`src/rtl/noc_data_to_ctrl.sv`:
```
// Wide data-NoC to narrow control-NoC message converter (header split + body serialisation).
// Define NOC_DATA_TO_CTRL_PREFETCH_EN to overlap the next body-flit load with the last slice.

`ifndef NOC_DATA_WIDTH
`define NOC_DATA_WIDTH 512
`endif
`ifndef CTRL_NOC1_DATA_W
`define CTRL_NOC1_DATA_W 64
`endif
`ifndef MSG_LENGTH_WIDTH
`define MSG_LENGTH_WIDTH 8
`endif
`ifndef MSG_LENGTH_LO
`define MSG_LENGTH_LO 22
`endif
`ifndef MSG_METADATA_FLITS_WIDTH
`define MSG_METADATA_FLITS_WIDTH 8
`endif
`ifndef MSG_METADATA_FLITS_LO
`define MSG_METADATA_FLITS_LO 0
`endif

module noc_data_to_ctrl (
    input  logic                         clk,
    input  logic                         rst,
    input  logic                         src_noc_dtc_val,
    input  logic [`NOC_DATA_WIDTH-1:0]   src_noc_dtc_data,
    output logic                         noc_dtc_src_rdy,
    output logic                         noc_dtc_dst_val,
    output logic [`CTRL_NOC1_DATA_W-1:0] noc_dtc_dst_data,
    input  logic                         dst_noc_dtc_rdy
);
    localparam int unsigned DataW          = `NOC_DATA_WIDTH;
    localparam int unsigned CtrlW          = `CTRL_NOC1_DATA_W;
    localparam int unsigned LenW           = `MSG_LENGTH_WIDTH;
    localparam int unsigned LenLo          = `MSG_LENGTH_LO;
    localparam int unsigned MetaW          = `MSG_METADATA_FLITS_WIDTH;
    localparam int unsigned MetaLo         = `MSG_METADATA_FLITS_LO;
    localparam int unsigned FLIT_MULTIPLES = DataW / CtrlW;
    localparam int unsigned FLIT_SHIFT     = $clog2(FLIT_MULTIPLES);

    typedef enum logic [2:0] {
        StReady,
        StHdr1Out,
        StHdr2Out,
        StBodyLoad,
        StBodyOut
    } state_e;

    state_e                  state_q, state_d;
    logic [FLIT_SHIFT-1:0]   idx_q, idx_d;
    logic [LenW-1:0]         cnt_q, cnt_d;
    logic [2*CtrlW-1:0]      hdr_q;
    logic [DataW-1:0]        buf_q;
    logic                    hdr_load, buf_load;
    logic                    last_slice;
    logic [CtrlW-1:0]        routing_flit, misc_flit;

    assign last_slice   = (idx_q == FLIT_SHIFT'(FLIT_MULTIPLES - 1));
    assign routing_flit = hdr_q[2*CtrlW-1 -: CtrlW];
    assign misc_flit    = hdr_q[CtrlW-1:0];

    always_comb begin
        noc_dtc_src_rdy = (state_q == StReady) || (state_q == StBodyLoad);
`ifdef NOC_DATA_TO_CTRL_PREFETCH_EN
        if ((state_q == StBodyOut) && last_slice && (cnt_q > LenW'(1))) begin
            noc_dtc_src_rdy = dst_noc_dtc_rdy;
        end
`endif
    end

    always_comb begin
        noc_dtc_dst_val  = 1'b0;
        noc_dtc_dst_data = '0;
        unique case (state_q)
            StHdr1Out: begin
                noc_dtc_dst_val  = 1'b1;
                noc_dtc_dst_data = routing_flit;
                // Narrow length counts the extra misc header flit.
                noc_dtc_dst_data[LenLo +: LenW] =
                    (routing_flit[LenLo +: LenW] << FLIT_SHIFT) + LenW'(1);
            end
            StHdr2Out: begin
                noc_dtc_dst_val  = 1'b1;
                noc_dtc_dst_data = misc_flit;
                noc_dtc_dst_data[MetaLo +: MetaW] = misc_flit[MetaLo +: MetaW] << FLIT_SHIFT;
            end
            StBodyOut: begin
                noc_dtc_dst_val  = 1'b1;
                noc_dtc_dst_data = buf_q[DataW - 1 - idx_q * CtrlW -: CtrlW];
            end
            default: ;
        endcase
    end

    always_comb begin
        state_d  = state_q;
        idx_d    = idx_q;
        cnt_d    = cnt_q;
        hdr_load = 1'b0;
        buf_load = 1'b0;
        unique case (state_q)
            StReady: begin
                if (src_noc_dtc_val) begin
                    hdr_load = 1'b1;
                    cnt_d    = src_noc_dtc_data[DataW - CtrlW + LenLo +: LenW];
                    state_d  = StHdr1Out;
                end
            end
            StHdr1Out: if (dst_noc_dtc_rdy) state_d = StHdr2Out;
            StHdr2Out: begin
                if (dst_noc_dtc_rdy) state_d = (cnt_q == '0) ? StReady : StBodyLoad;
            end
            StBodyLoad: begin
                if (src_noc_dtc_val) begin
                    buf_load = 1'b1;
                    idx_d    = '0;
                    state_d  = StBodyOut;
                end
            end
            StBodyOut: begin
                if (dst_noc_dtc_rdy) begin
                    if (!last_slice) begin
                        idx_d = idx_q + FLIT_SHIFT'(1);
                    end else begin
                        cnt_d = cnt_q - LenW'(1);
                        idx_d = '0;
                        if (cnt_q == LenW'(1)) begin
                            state_d = StReady;
                        end else begin
                            state_d = StBodyLoad;
`ifdef NOC_DATA_TO_CTRL_PREFETCH_EN
                            if (src_noc_dtc_val) begin
                                buf_load = 1'b1;
                                state_d  = StBodyOut;
                            end
`endif
                        end
                    end
                end
            end
            default: state_d = StReady;
        endcase
    end

    always_ff @(posedge clk) begin
        if (rst) begin
            state_q <= StReady;
            idx_q   <= '0;
            cnt_q   <= '0;
        end else begin
            state_q <= state_d;
            idx_q   <= idx_d;
            cnt_q   <= cnt_d;
        end
    end

    // Datapath holds no state that matters across reset.
    always_ff @(posedge clk) begin
        if (hdr_load) hdr_q <= src_noc_dtc_data[DataW-1 -: 2*CtrlW];
        if (buf_load) buf_q <= src_noc_dtc_data;
    end

endmodule

```
`config.mk`:
```
export PLATFORM = sky130hd
export DESIGN_NAME = noc_data_to_ctrl
export DESIGN_NICKNAME = d
export VERILOG_FILES = /design/src/rtl/noc_data_to_ctrl.sv
export SDC_FILE = /design/constraint.sdc
export NUM_CORES = 1
export LEC_CHECK = 0
export BUFFER_PORTS_ARGS = -buffer_cell sky130_fd_sc_hd__buf_4
export CORE_AREA = 3 3 223 225
export DETAILED_ROUTE_END_ITERATION = 7
export DIE_AREA = 0 0 226 228
export PLACE_DENSITY = 0.81
export SLEW_MARGIN = 25
export SYNTH_ARGS = -nofsm -noshare
export SYNTH_HDL_FRONTEND = slang
export SYNTH_SLANG_ARGS = --single-unit
```
`constraint.sdc`:
```
create_clock -name clk -period 36.9 [get_ports clk]
set_input_delay 11.07 -clock clk [delete_from_list [all_inputs] [get_ports clk]]
set_output_delay 11.07 -clock clk [all_outputs]
set_load 0.01 [all_outputs]
```
==> summary.txt <==
Run status
  – Result of the run: completed

Timing
  – Fin crit period: 15280 ps
  – Setup total negative slack: 0 ps
  – Highest attainable clock frequency: 0.06544 GHz
  – Unrepaired setup endpoints after global routing: false
  – Number of failing setup endpoints in the final timing report: 0
  – Number of max-slew violations in the final report: 0
  – Tcrit/Tclk final: 41.41%
  – Setup slack of the critical path after layout: 21620 ps
  – Final Skew: 23.92 ps
  – Transition at the pin with the smallest max-transition slack: 1035 ps
  – Worst relative slew slack: 31.02%
  – Number of hold-slack violations in the final timing report: 0
  – Hold Slack: 496.7 ps

Drt
  – Detailed-route vias per instance: 5.772
  – Antenna-violating nets left: 0
  – Total number of vias: 13920
  – Number of iterations in the first detailed-routing pass: 7
  – Drt wl/cell: 26.26 um
  – Post-detailed-routing wire length: 63350 um
  – Iteration-0 DRC Markers: 1209
  – DRC violation count after routing: 0

Synth
  – Flip-flop and latch count after synthesis: 648
  – Summed instance area of the synthesized netlist: 24230 um^2
  – Most frequently used cell type in the post-synthesis netlist: edfxtp_1
  – Most frequent cells after synthesis: edfxtp_1 (634), nand2_1 (136), mux4_2 (128)
  – Net count after synthesis: 1652
  – Cell variety after synth: 40
  – Share of synthesized area occupied by flip-flops and latches: 79.74%
  – Number of standard cells after synthesis: 1132
  – Async set-or-reset flop fraction in the synthesized netlist: 0%
  – Total number of yosys warnings: 0
  – Top post-synthesis cells by area: edfxtp_1 (79%), mux4_2 (12%), a222oi_1 (2.4%)
  – Main flop type after synthesis: edfxtp_1
  – Count of flip-flops with a built-in enable after synthesis: 634
  – Largest area contributor in the netlist: edfxtp_1
  – Area share of the leading cell type in the synthesized netlist: 78.58%
  – Per-instance average area after synthesis: 21.40 um^2

CTS
  – Count of hold buffers inserted by post-cts repair: 0
  – TritonCTS Buffers: 67
  – Clock sink count: 648
  – CTS tree: yes
  – Number of gates resized after cts: 0
  – CTS max path bufs: 3
  – Clock latency on the worst-skew pair: 600 ps
  – Clock root buffer master: clkbuf_16
  – Deepest level of the CTS H-tree: 3
  – Post-CTS setup repair buffer count: 0
  – Clock edge transition at the registers on the reported setup and hold paths: 60 ps

Setup path
  – Start-to-end type of the worst setup path: reg -> out
  – Critical path arrival: 4210 ps
  – CP max FO: 37
  – Element type at the critical path end: output pin
  – Required time of the critical path: 25830 ps
  – Sort of element at the start of the critical path: flop

Flow run
  – Maximum capacitance violations: 0

Global routing
  – Via count of the first global-routing pass: 14970
  – Remaining Overflow, GRT: 0
  – Met2 Resource Use GR: 40.86%
  – Pin count of the biggest net entering global routing: 195
  – Met1 Use GR: 29.16%
  – Wire length of the first global-routing pass: 92500 um
  – Overall track demand over capacity in global routing: 24.57%
  – Layer with the highest usage: met2
  – Global routing usage on met3: 7.483%
  – Antenna violations before repair: 11

Die
  – Horizontal extent of the die: 226 um
  – Die footprint: 51530 um^2
  – Site Rows: 80
  – Overall die height: 228 um
  – I/O Pins: 582
  – Core Region: 47750 um^2
  – Effective utilization at floorplan: 50.74%

Power and ir drop
  – PnR Total Power: 1.820 mW
  – IR drop worst, VDD: 0.05093 mV
  – Pwr Density: 57.84 nW/um^2
  – Leakage power total: 11.26 nW

Finish
  – Post-route cell area: 31460 um^2
  – Count of nets after finishing: 2258
  – Area growth, synth to finish: 29.85%
  – Fraction of layout instances using a drive strength above 1: 46.39%

Place
  – Post-Place Setup Slack: 22030 ps
  – Placed cell areas: 29250 um^2
  – Detailed placement HPWL: 41620 um
  – Final RePlAce weighted congestion: 0.8616
  – Total of buffers placed on input and output ports: 581

Hold path
  – Hold Crit Class: reg -> reg
## cell type report
class | count | area, um^2
Antenna cell | 8 | 20.02
Clock buffer | 86 | 1748
Clock inverter | 34 | 411.6
Fill cell | 3088 | 16280
Inverter | 4 | 15.01
Multi-Input combinational cell | 418 | 4638
Sequential cell | 648 | 19330
Tap cell | 615 | 769.5
Timing Repair Buffer | 599 | 4533
## where the power goes
part           switching (mW)  leakage, nW  internal (mW)
Sequential             0.0201         5.89          0.880
Clock                   0.274         1.05          0.394
Combinational           0.141         4.32          0.111
## placed cells by master, fill, tap and decap left out, types with 2 or more instances in the layout
| master | netlist | routed |
|---|---|---|
| edfxtp_1 | 634 | 634 |
| buf_4 | 1 | 596 |
| nand2_1 | 136 | 136 |
| mux4_2 | 128 | 128 |
| clkbuf_16 | 0 | 67 |
| a222oi_1 | 58 | 58 |
| clkbuf_1 | 36 | 19 |
| a21oi_1 | 17 | 17 |
| dfxtp_1 | 14 | 12 |
| diode_2 | 0 | 8 |
| nor2_1 | 10 | 8 |
| o21ai_0 | 8 | 8 |
| clkinv_2 | 0 | 8 |
| bufinv_16 | 0 | 8 |
| clkinv_1 | 0 | 8 |
| a22oi_1 | 6 | 6 |
| inv_6 | 0 | 6 |
| nand4_1 | 5 | 5 |
| nand3_1 | 5 | 5 |
| a31oi_1 | 5 | 5 |
| inv_1 | 4 | 4 |
| a21o_1 | 4 | 4 |
| a211oi_1 | 4 | 4 |
| mux2i_1 | 4 | 4 |
| ha_1 | 4 | 4 |
| nand2b_1 | 3 | 3 |
| nor2_4 | 0 | 3 |
| nor3_1 | 3 | 3 |
| nor3b_1 | 2 | 2 |
| nor4b_1 | 2 | 2 |
| clkinv_8 | 0 | 2 |
| dfxtp_4 | 0 | 2 |
## worst paths after layout
path	start	endpoint	slack, ps	cells past startpoint
worst max-delay path	idx_q[0]	noc_dtc_dst_data[51]	21620	6
worst min-delay path	cnt_q[4]	cnt_q[4]	500	2
worst max register to register	state_q[0]	buf_q[481]	32720	4
worst min register to register	cnt_q[4]	cnt_q[4]	500	2
## kinds of logic (layout without fill, tap and decap cells)
family          count (synthesis)  count (layout)  share of synthesized area, %
flops                         648             648                         79.74
simple gates                  176             176                         3.109
mux                           133             133                         12.11
compound gates                105             105                         3.584
buf+inv                        66             723                         1.255
fa+ha+maj                       4               4                        0.2066
other cells                     0               8                             0
## stage by stage
stage | std cells | util, %
after floorplan | 1132 | -
after global placement | 2283 | 61.26
after detailed placement | 2283 | 61.26
after CTS | 2403 | 65.79
after global routing | 2410 | 65.88
final | 2412 | 65.89
## state kept, by name, summed over array words and instances (netlist names)
register	count
buf_q	512
cnt_q	8
hdr_q	122
idx_q	3
state_q	3
## metal layers
layer | share of wire [%] | vias to the layer above
met5 | 0.085 | -
met2 | 51 | 758
met4 | 5.1 | 6
met1 | 34 | 6981
met3 | 9.3 | 185
li1 | - | 5992
## critical path, stage by stage, from the launching register on
cell and delay, ps:
dfxtp_4 610, buf_4 660, buf_4 730, mux4_2 600, a222oi_1 650, nand2_1 110, buf_4 170
(Power assumes the default switching activity.)
